**src/rtl/ramen_order_scheduler.sv**
```systemverilog
// ramen_order_scheduler
//   Front-end controller for the ramen shop datapath. Round-robin arbitrates
//   N_REQ order counters and serializes each granted order onto the shop's
//   two-beat in_valid protocol (type beat, then portion beat). It owns
//   shop_selling for the sales-day session, returns a per-order response to
//   the winning requester, and reports day totals when the shop closes.
//
// Ports
//   clk, rst_n            clock, asynchronous active-low reset
//   req_valid/type/portion  per-requester order request (level, held until req_ready)
//   req_ready             one-hot grant, combinational in READY
//   close_req             pulse: next issued order is the last of the day
//   rsp_valid/rsp_success one-hot 1-cycle response to the granted requester
//   shop_*                registered drive to / inputs from the shop datapath
//   day_done/day_gain     session-finished pulse and registered total gain
//   day_orders/day_fails  issued / unsuccessful orders this session (saturating)
//   err_timeout           sticky shop-timeout flag, cleared only by reset
module ramen_order_scheduler #(
    parameter int N_REQ   = 4,
    parameter int TIMEOUT = 16
) (
    input  logic                 clk,
    input  logic                 rst_n,
    input  logic [N_REQ-1:0]     req_valid,
    input  logic [2*N_REQ-1:0]   req_type,
    input  logic [N_REQ-1:0]     req_portion,
    output logic [N_REQ-1:0]     req_ready,
    input  logic                 close_req,
    output logic [N_REQ-1:0]     rsp_valid,
    output logic                 rsp_success,
    output logic                 shop_selling,
    output logic                 shop_in_valid,
    output logic [1:0]           shop_ramen_type,
    output logic                 shop_portion,
    input  logic                 shop_out_valid_order,
    input  logic                 shop_success,
    input  logic                 shop_out_valid_tot,
    input  logic [14:0]          shop_total_gain,
    output logic                 day_done,
    output logic [14:0]          day_gain,
    output logic [7:0]           day_orders,
    output logic [7:0]           day_fails,
    output logic                 err_timeout
);
    localparam int IDX_W = (N_REQ > 1) ? $clog2(N_REQ) : 1;
    localparam int CNT_W = $clog2(TIMEOUT + 1);

    typedef enum logic [2:0] {
        S_READY, S_ISSUE_T, S_ISSUE_P, S_WAIT, S_CLOSE, S_ERR
    } state_t;

    state_t            state_q, state_d;
    logic [IDX_W-1:0]  ptr_q, ptr_d;
    logic [IDX_W-1:0]  grant_idx_q, grant_idx_d;
    logic              portion_q, portion_d;
    logic              final_q, final_d;
    logic              close_pending_q, close_pending_d;
    logic              session_open_q, session_open_d;
    logic [CNT_W-1:0]  wait_cnt_q, wait_cnt_d;
    logic [N_REQ-1:0]  rsp_valid_q, rsp_valid_d;
    logic              rsp_success_q, rsp_success_d;
    logic              shop_selling_q, shop_selling_d;
    logic              shop_in_valid_q, shop_in_valid_d;
    logic [1:0]        shop_ramen_type_q, shop_ramen_type_d;
    logic              shop_portion_q, shop_portion_d;
    logic              day_done_q, day_done_d;
    logic [14:0]       day_gain_q, day_gain_d;
    logic [7:0]        day_orders_q, day_orders_d;
    logic [7:0]        day_fails_q, day_fails_d;
    logic              err_timeout_q, err_timeout_d;

    // Round-robin candidates: position k is the requester k steps after ptr.
    logic [IDX_W-1:0]  cand_idx [N_REQ];
    logic [N_REQ-1:0]  cand_hit;
    logic [1:0]        type_arr [N_REQ];
    logic              grant_found;
    logic [IDX_W-1:0]  grant_idx;

    for (genvar gi = 0; gi < N_REQ; gi++) begin : g_rr
        assign cand_idx[gi] = IDX_W'((int'(ptr_q) + gi) % N_REQ);
        assign cand_hit[gi] = req_valid[cand_idx[gi]];
        assign type_arr[gi] = req_type[2*gi +: 2];
    end

    // Scan from the far end so the candidate closest to ptr wins.
    always_comb begin
        grant_found = 1'b0;
        grant_idx   = '0;
        for (int k = N_REQ - 1; k >= 0; k--) begin
            if (cand_hit[k]) begin
                grant_found = 1'b1;
                grant_idx   = cand_idx[k];
            end
        end
    end

    function automatic logic [7:0] sat_inc(input logic [7:0] v);
        return (v == 8'hFF) ? v : v + 8'd1;
    endfunction

    always_comb begin
        state_d           = state_q;
        ptr_d             = ptr_q;
        grant_idx_d       = grant_idx_q;
        portion_d         = portion_q;
        final_d           = final_q;
        close_pending_d   = close_pending_q;
        session_open_d    = session_open_q;
        wait_cnt_d        = wait_cnt_q;
        day_gain_d        = day_gain_q;
        day_orders_d      = day_orders_q;
        day_fails_d       = day_fails_q;
        err_timeout_d     = err_timeout_q;
        rsp_valid_d       = '0;
        rsp_success_d     = 1'b0;
        day_done_d        = 1'b0;
        shop_selling_d    = 1'b0;
        shop_in_valid_d   = 1'b0;
        shop_ramen_type_d = 2'd0;
        shop_portion_d    = 1'b0;
        req_ready         = '0;

        // Totals stay visible for the day_done cycle, then restart.
        if (day_done_q) begin
            day_orders_d = '0;
            day_fails_d  = '0;
        end

        // A session is open from the first ISSUE_T, so an order in flight
        // implies an open session; a close with nothing open is dropped.
        if (close_req && session_open_q && state_q != S_CLOSE && state_q != S_ERR)
            close_pending_d = 1'b1;

        // Registered outputs are computed for the state being entered.
        case (state_q)
            S_READY: begin
                shop_selling_d = session_open_q;
                if (grant_found && rst_n) begin
                    req_ready[grant_idx] = 1'b1;
                    grant_idx_d       = grant_idx;
                    portion_d         = req_portion[grant_idx];
                    ptr_d             = (grant_idx == IDX_W'(N_REQ - 1)) ? '0 : grant_idx + 1'b1;
                    session_open_d    = 1'b1;
                    shop_selling_d    = 1'b1;
                    shop_in_valid_d   = 1'b1;
                    shop_ramen_type_d = type_arr[grant_idx];
                    state_d           = S_ISSUE_T;
                end
            end
            S_ISSUE_T: begin
                shop_selling_d  = 1'b1;
                shop_in_valid_d = 1'b1;
                shop_portion_d  = portion_q;
                state_d         = S_ISSUE_P;
            end
            S_ISSUE_P: begin
                day_orders_d   = sat_inc(day_orders_q);
                final_d        = close_pending_q || close_req;
                shop_selling_d = !(close_pending_q || close_req);
                wait_cnt_d     = '0;
                state_d        = S_WAIT;
            end
            S_WAIT: begin
                shop_selling_d = !final_q;
                if (shop_out_valid_order) begin
                    rsp_valid_d[grant_idx_q] = 1'b1;
                    rsp_success_d = shop_success;
                    if (!shop_success)
                        day_fails_d = sat_inc(day_fails_q);
                    state_d = final_q ? S_CLOSE : S_READY;
                end else if (wait_cnt_q >= CNT_W'(TIMEOUT - 1)) begin
                    // This is the TIMEOUT-th cycle without an answer.
                    rsp_valid_d[grant_idx_q] = 1'b1;
                    err_timeout_d  = 1'b1;
                    shop_selling_d = 1'b0;
                    state_d        = S_ERR;
                end else begin
                    wait_cnt_d = wait_cnt_q + 1'b1;
                end
            end
            S_CLOSE: begin
                if (shop_out_valid_tot) begin
                    day_done_d      = 1'b1;
                    day_gain_d      = shop_total_gain;
                    session_open_d  = 1'b0;
                    close_pending_d = 1'b0;
                    final_d         = 1'b0;
                    state_d         = S_READY;
                end
            end
            default: begin
                state_d = S_ERR;
            end
        endcase
    end

    always_ff @(posedge clk or negedge rst_n) begin
        if (!rst_n) begin
            state_q           <= S_READY;
            ptr_q             <= '0;
            grant_idx_q       <= '0;
            portion_q         <= 1'b0;
            final_q           <= 1'b0;
            close_pending_q   <= 1'b0;
            session_open_q    <= 1'b0;
            wait_cnt_q        <= '0;
            rsp_valid_q       <= '0;
            rsp_success_q     <= 1'b0;
            shop_selling_q    <= 1'b0;
            shop_in_valid_q   <= 1'b0;
            shop_ramen_type_q <= 2'd0;
            shop_portion_q    <= 1'b0;
            day_done_q        <= 1'b0;
            day_gain_q        <= '0;
            day_orders_q      <= '0;
            day_fails_q       <= '0;
            err_timeout_q     <= 1'b0;
        end else begin
            state_q           <= state_d;
            ptr_q             <= ptr_d;
            grant_idx_q       <= grant_idx_d;
            portion_q         <= portion_d;
            final_q           <= final_d;
            close_pending_q   <= close_pending_d;
            session_open_q    <= session_open_d;
            wait_cnt_q        <= wait_cnt_d;
            rsp_valid_q       <= rsp_valid_d;
            rsp_success_q     <= rsp_success_d;
            shop_selling_q    <= shop_selling_d;
            shop_in_valid_q   <= shop_in_valid_d;
            shop_ramen_type_q <= shop_ramen_type_d;
            shop_portion_q    <= shop_portion_d;
            day_done_q        <= day_done_d;
            day_gain_q        <= day_gain_d;
            day_orders_q      <= day_orders_d;
            day_fails_q       <= day_fails_d;
            err_timeout_q     <= err_timeout_d;
        end
    end

    assign rsp_valid       = rsp_valid_q;
    assign rsp_success     = rsp_success_q;
    assign shop_selling    = shop_selling_q;
    assign shop_in_valid   = shop_in_valid_q;
    assign shop_ramen_type = shop_ramen_type_q;
    assign shop_portion    = shop_portion_q;
    assign day_done        = day_done_q;
    assign day_gain        = day_gain_q;
    assign day_orders      = day_orders_q;
    assign day_fails       = day_fails_q;
    assign err_timeout     = err_timeout_q;

endmodule

```
**config.mk**
```make
export PLATFORM = sky130hd
export DESIGN_NAME = ramen_order_scheduler
export DESIGN_NICKNAME = d
export VERILOG_FILES = /design/src/rtl/ramen_order_scheduler.sv
export SDC_FILE = /design/constraint.sdc
export NUM_CORES = 1
export LEC_CHECK = 0
export BUFFER_PORTS_ARGS = -buffer_cell sky130_fd_sc_hd__clkbuf_2
export CAP_MARGIN = 20
export CELL_PAD_IN_SITES_DETAIL_PLACEMENT = 2
export CELL_PAD_IN_SITES_GLOBAL_PLACEMENT = 2
export CORE_MARGIN = 10
export CORE_UTILIZATION = 32
export DETAILED_ROUTE_END_ITERATION = 7
export PLACE_DENSITY_LB_ADDON = 0.1
export SLEW_MARGIN = 15
export SYNTH_ARGS = -nofsm -noshare
export SYNTH_HDL_FRONTEND = slang
export SYNTH_SLANG_ARGS = --single-unit
```
**constraint.sdc**
```tcl
create_clock -name clk -period 2.57 [get_ports clk]
set_input_delay 0.257 -clock clk [delete_from_list [all_inputs] [get_ports clk]]
set_output_delay 0.257 -clock clk [all_outputs]
set_load 0.01 [all_outputs]
```
==> results.sh, run 1 <==
export IMPL_status="completed"
export IMPL_diodes=0
export IMPL_postSynth_asyncResetShare_pct=100
export IMPL_synth_area_top_cells="dfrtp_1 (49%), mux2_2 (6.4%), nand2_1 (3.5%)"
export IMPL_grt_pass1_wl_mm=14.6
export IMPL_rsz0062_at_grt="false"
export IMPL_vias=2477
export IMPL_port_buffers=83
export IMPL_dr_wl_met2_mm=4.47
export IMPL_r2r_end="wait_cnt_q[0]"
export IMPL_cts_hold_buffers=0
export IMPL_cp_required_ns=2.31
export IMPL_synth_edf_count=0
export IMPL_clk_pin_slew_worst_paths_ns=0.07
export IMPL_p_per_area_nw_per_um2=1020
export IMPL_grt_pass1_vias=2732
export IMPL_via_per_inst=5.13
export IMPL_reg2reg_slack_ns=0.38
export IMPL_layout_drive_gt1_share_pct=36.3
export IMPL_ir_drop_uv=348
export IMPL_holdPathStages=2
export IMPL_nets=413
export IMPL_postCtsResizedCells=0
export IMPL_ant_nets=0
export IMPL_yosys_area_top_type="dfrtp_1"
export IMPL_dpl_hpwl_mm=6.68
export IMPL_crit_arrival_ns=2.08
export IMPL_worstHoldStart="shop_total_gain[0]"
export IMPL_h_tree_depth=3
export IMPL_dieWidth_um=117
export IMPL_wl_met3_um=543
export IMPL_ys_ff_latch=59
export IMPL_firstDrtPassIters=4
export IMPL_total_leakage_power_nw=1.82
export IMPL_r2r_worst_path_cells=7
export IMPL_start_kind="flop"
export IMPL_grt_max_degree=60
export IMPL_slew_viol_final=0
export IMPL_synth_distinct_cells=52
export IMPL_min_path_type="input pin to flop"
export IMPL_drc_errors=0
export IMPL_reg2reg_from="wait_cnt_q[0]"
export IMPL_io_pins=84
export IMPL_hold_end="day_gain[0]"
export IMPL_clk_insertion_delay_late_ns=0.33
export IMPL_rows=35
export IMPL_fin_setup_tns_ns=0
export IMPL_grt_usage_pct=13.7
export IMPL_fin_crit_ns=2.34
export IMPL_cts_inserted_buffers=9
export IMPL_coreArea_sq_um=9150
export IMPL_hold_slack_ns=0.153
export IMPL_syn_inst=279
export IMPL_avgSynthCellArea_sq_um=10.7
export IMPL_drv_cap=0
export IMPL_setup_viol=0
export IMPL_tightest_slew_ns=0.778
export IMPL_cts_tree="yes"
export IMPL_yosysSeqAreaShare_pct=49.5
export IMPL_synth_area_sq_um=2980
export IMPL_die_area_sq_um=13600
export IMPL_drt_initial_drc_count=89
export IMPL_antenna_found_initial=0
export IMPL_nFillCells=1022
export IMPL_gp_congestion=0.744
export IMPL_criticalPathCategory="flop to primary output"
export IMPL_routed_top_layer="met4"
export IMPL_post_route_period_util_pct=91.0
export IMPL_synth_top_area_share_pct=49.5
export IMPL_cts_sinks=59
export IMPL_start_util_pct=32.6
export IMPL_fmax_ghz=0.428
export IMPL_cts_buffer_depth=2
export IMPL_slew_limit_headroom_pct=48.2
export IMPL_syn_nets=324
export IMPL_p_total_mw=3.77
export IMPL_met1_length_mm=3.66
export IMPL_die_h_um=117
export IMPL_synth_ff_type="dfrtp_1"
export IMPL_finClkSkew_ns=0.00831
export IMPL_multi_input_area_sq_um=1420
export IMPL_grt_remaining_overflow=0
export IMPL_yosys_warnings=0
export IMPL_dp_cells=468
export IMPL_area_growth_pct=23.4
export IMPL_regArea_sq_um=1480
export IMPL_critPathCaptureType="primary output"
export IMPL_cts_setup_buffers=0
export IMPL_routed_wl_mm=8.85
export IMPL_hold_viol=0
export IMPL_final_cells=483
export IMPL_crit_fanout=7
export IMPL_cts_root_buf="clkbuf_8"
export IMPL_drt_wirelength_per_cell_um=18.3
## power breakdown
part	total, mW	switching (mW)	internal (mW)
Sequential	1.59	0.341	1.25
Clock	0.786	0.365	0.421
Combinational	1.39	0.762	0.632
## metrics by stage
stage	util (%)	setup slack (ns)	instance area, sq um
floorplan	-	0.601	2980
global placement	38.3	0.478	3500
detailed placement	38.3	0.386	3500
CTS	40.2	0.177	3680
global route	40.2	0.0851	3680
finish	40.2	0.232	3680
## layout make-up
| type | count | share of cell area [%] |
|---|---|---|
| Clock inverter | 2 | 0.272 |
| Multi-Input combinational cell | 205 | 38.6 |
| Tap cell | 111 | 3.77 |
| Inverter | 7 | 0.782 |
| Clock buffer | 13 | 4.59 |
| Timing Repair Buffer | 86 | 11.9 |
| Sequential cell | 59 | 40.1 |
## Yosys cell counts (7+ instances only)
cell type and number:
a21oi_1 8, and2_1 7, and3_1 9, dfrtp_1 59, ha_1 8, mux2_2 17, nand2_1 28, nand2b_1 7
nand3_1 14, nor2_1 25, nor3_1 8, o21ai_0 18
## how the worst max path moves through the flow
| stage | to | slack (ns) | startpoint | depth (start not counted) |
|---|---|---|---|---|
| 2_1_floorplan | wait_cnt_q[0] | 0.60 | wait_cnt_q[0] | 7 |
| 3_5_place_dp | wait_cnt_q[0] | 0.39 | wait_cnt_q[0] | 7 |
| 5_1_grt | req_ready[0] | 0.09 | ptr_q[1] | 7 |
| 4_1_cts | req_ready[2] | 0.18 | ptr_q[1] | 7 |
| 3_3_place_gp | wait_cnt_q[0] | 0.48 | wait_cnt_q[0] | 7 |
| 6_report | req_ready[2] | 0.23 | ptr_q[1] | 7 |
## layer usage
| metal | vias to the layer above | global-route usage (%) |
|---|---|---|
| met2 | 55 | 22.9 |
| met3 | 12 | 5.03 |
| met5 | - | 0 |
| met4 | 0 | 5.19 |
| li1 | 1181 | - |
| met1 | 1229 | 15.8 |
## worst max-delay path, cell delays in order (launching register included)
cell and delay (ns):
dfrtp_1 0.44, and2_4 0.19, and2_4 0.16, nor3_4 0.36
inv_4 0.12, ha_1 0.21, and2_1 0.13, clkbuf_2 0.12
## cell families (layout without fill, tap and decap cells)
family | count (synthesis) | in the layout | synth area share [%]
adder cells (fa/ha/maj) | 8 | 8 | 3.36
AND/OR/NAND/NOR | 121 | 121 | 23.0
XOR/XNOR | 1 | 1 | 0.294
AO/OA/AOI/OAI | 53 | 53 | 12.8
multiplexers | 22 | 22 | 8.10
flip-flops | 59 | 59 | 49.5
buffers and inverters | 15 | 108 | 2.89
## sequential cells by signal (all words and copies together) (netlist names), 2 cells and up
| name | cells |
|---|---|
| rsp_valid | 4 |
| wait_cnt_q | 5 |
| state_q | 3 |
| ptr_q | 2 |
| grant_idx_q | 2 |
| day_orders | 8 |
| day_fails | 8 |
| shop_ramen_type | 2 |
| day_gain | 15 |
## placed cells by master, fill, tap and decap left out, drive strengths merged, types with 3 or more instances in the layout
master	netlist	routed
a21o	3	3
mux2i	5	5
inv	7	7
o31ai	5	5
clkbuf	2	96
nor2	28	28
dfrtp	59	59
a21oi	8	8
nand2	28	28
ha	8	8
a41oi	3	3
a211oi	3	3
buf	6	3
o21ai	18	18
nand3	14	14
and2	10	10
and3	9	9
mux2	17	17
nor3	9	9
nor4	3	3
nand2b	7	7
Power figures use the tool's default switching activity.
==> run 2: changes to the inputs <==
--- a/config.mk
+++ b/config.mk
@@ -10,7 +10,7 @@
 export CELL_PAD_IN_SITES_DETAIL_PLACEMENT = 2
 export CELL_PAD_IN_SITES_GLOBAL_PLACEMENT = 2
 export CORE_MARGIN = 10
-export CORE_UTILIZATION = 32
+export CORE_UTILIZATION = 29
 export DETAILED_ROUTE_END_ITERATION = 7
 export PLACE_DENSITY_LB_ADDON = 0.1
 export SLEW_MARGIN = 15
==> run 2 against run 1 <==
Against the previous run:
- combinational power hardly changed
- power up 6.6%
- clock-buffer cell count decreased by 4
- register-to-register slack lost 0.02 ns
- non-clock buffer count grew 3
- highest routed layer unchanged
- first-iteration DRC count shrank 2.2%
- clock power is 28% higher
- global-route usage down 1.2 points
- wire length fell by 0.14%
- cell count grew 5.2%
==> results.sh, run 2 (synthesis gave the netlist of run 1 again) <==
export IMPL_status="completed"
export IMPL_drt_wirelength_per_cell_um=17.4
export IMPL_drc_errors=0
export IMPL_hold_viol=0
export IMPL_nFillCells=1129
export IMPL_slew_viol_final=0
export IMPL_critPathCaptureType="primary output"
export IMPL_ir_drop_uv=349
export IMPL_clk_insertion_delay_late_ns=0.34
export IMPL_cts_sinks=59
export IMPL_final_common_cell="clkbuf_2"
export IMPL_port_buffers=83
export IMPL_cts_setup_buffers=0
export IMPL_coreArea_sq_um=9910
export IMPL_layout_drive_gt1_share_pct=37.1
export IMPL_grt_max_degree=60
export IMPL_start_util_pct=30.1
export IMPL_postCtsResizedCells=0
export IMPL_finalInstanceArea_sq_um=3790
export IMPL_crit_arrival_ns=2.07
export IMPL_p_total_mw=4.02
export IMPL_h_tree_depth=3
export IMPL_gp_congestion=0.749
export IMPL_p_per_area_nw_per_um2=1060
export IMPL_slew_limit_headroom_pct=46.7
export IMPL_io_pins=84
export IMPL_fin_setup_tns_ns=0
export IMPL_drv_cap=0
export IMPL_final_cells=508
export IMPL_clk_pin_slew_worst_paths_ns=0.07
export IMPL_dp_cells=493
export IMPL_multi_input_area_sq_um=1430
export IMPL_final_util_pct=38.2
export IMPL_startpoint="ptr_q[1]"
export IMPL_regArea_sq_um=1480
export IMPL_criticalPathCategory="flop to primary output"
export IMPL_cts_root_buf="clkbuf_8"
export IMPL_fin_crit_ns=2.33
export IMPL_cp_required_ns=2.31
export IMPL_min_path_type="input pin to async pin"
export IMPL_dpl_cell_area_sq_um=3550
export IMPL_hold_slack_ns=0.114
export IMPL_routed_wl_mm=8.83
export IMPL_dieWidth_um=121
export IMPL_tightest_slew_ns=0.799
export IMPL_worstSetupEndpoint="req_ready[0]"
export IMPL_ant_nets=0
export IMPL_fin_ws_ns=0.238
export IMPL_fmax_ghz=0.429
export IMPL_dpl_worst_slack_ns=0.389
export IMPL_r2r_end="wait_cnt_q[0]"
export IMPL_r2r_worst_path_cells=7
export IMPL_area_growth_pct=26.9
export IMPL_total_leakage_power_nw=1.85
export IMPL_diodes=0
export IMPL_grt_usage_pct=12.5
export IMPL_vias=2489
export IMPL_largest_reg_flops=15
export IMPL_crit_fanout=7
export IMPL_via_per_inst=4.90
export IMPL_cts_inserted_buffers=9
export IMPL_cts_buffer_depth=2
export IMPL_dpl_hpwl_mm=6.74
export IMPL_firstDrtPassIters=4
export IMPL_grt_remaining_overflow=0
export IMPL_reg2reg_from="wait_cnt_q[0]"
export IMPL_cts_tree="yes"
export IMPL_die_h_um=121
export IMPL_setup_viol=0
export IMPL_cts_hold_buffers=0
export IMPL_grt_pass1_wl_mm=14.6
export IMPL_finClkSkew_ns=0.00792
export IMPL_nets=416
export IMPL_post_route_period_util_pct=90.7
export IMPL_die_area_sq_um=14700
export IMPL_layout_cells_most_common_list="clkbuf_2 (83), dfrtp_1 (59), nand2_1 (28)"
export IMPL_start_kind="flop"
export IMPL_rsz0062_at_grt="false"
export IMPL_antenna_found_initial=0
export IMPL_reg2reg_slack_ns=0.36
export IMPL_rows=36
export IMPL_drt_initial_drc_count=87
export IMPL_grt_pass1_vias=2796
## run 2: worst min-delay path by stage
stage	start	endpoint	slack [ns]
after floorplan	rst_n	close_pending_q	-0.04
after global placement	err_timeout	err_timeout	0.44
after detailed placement	err_timeout	err_timeout	0.46
after CTS	shop_total_gain[0]	day_gain[0]	0.12
after global routing	shop_total_gain[4]	day_gain[4]	0.12
final	rst_n	day_gain[9]	0.11
## run 2: final cells by class
cell class	instances	area share [%]
Timing Repair Buffer	89	12.2
Inverter	7	0.760
Multi-Input combinational cell	205	37.6
Clock buffer	9	3.27
Clock inverter	6	2.78
Tap cell	133	4.40
Sequential cell	59	39.0
## run 2: power by group
group / total, mW / internal, mW / switching (mW)
Sequential: 1.58 / 1.25 / 0.335
Combinational: 1.42 / 0.656 / 0.764
Clock: 1.01 / 0.633 / 0.381
## run 2: critical path, cell delays in order (launching register included)
cell      delay (ns)
dfrtp_1         0.45
and2_4          0.20
and2_4          0.16
nor3_4          0.34
inv_4           0.11
ha_1            0.21
and2_1          0.13
clkbuf_2        0.12
## run 2: metal layers
| layer | global-route usage (%) | wire, um |
|---|---|---|
| met5 | 0 | 0 |
| met4 | 4.92 | 140 |
| met3 | 4.00 | 431 |
| met2 | 21.4 | 4530 |
| met1 | 14.2 | 3740 |
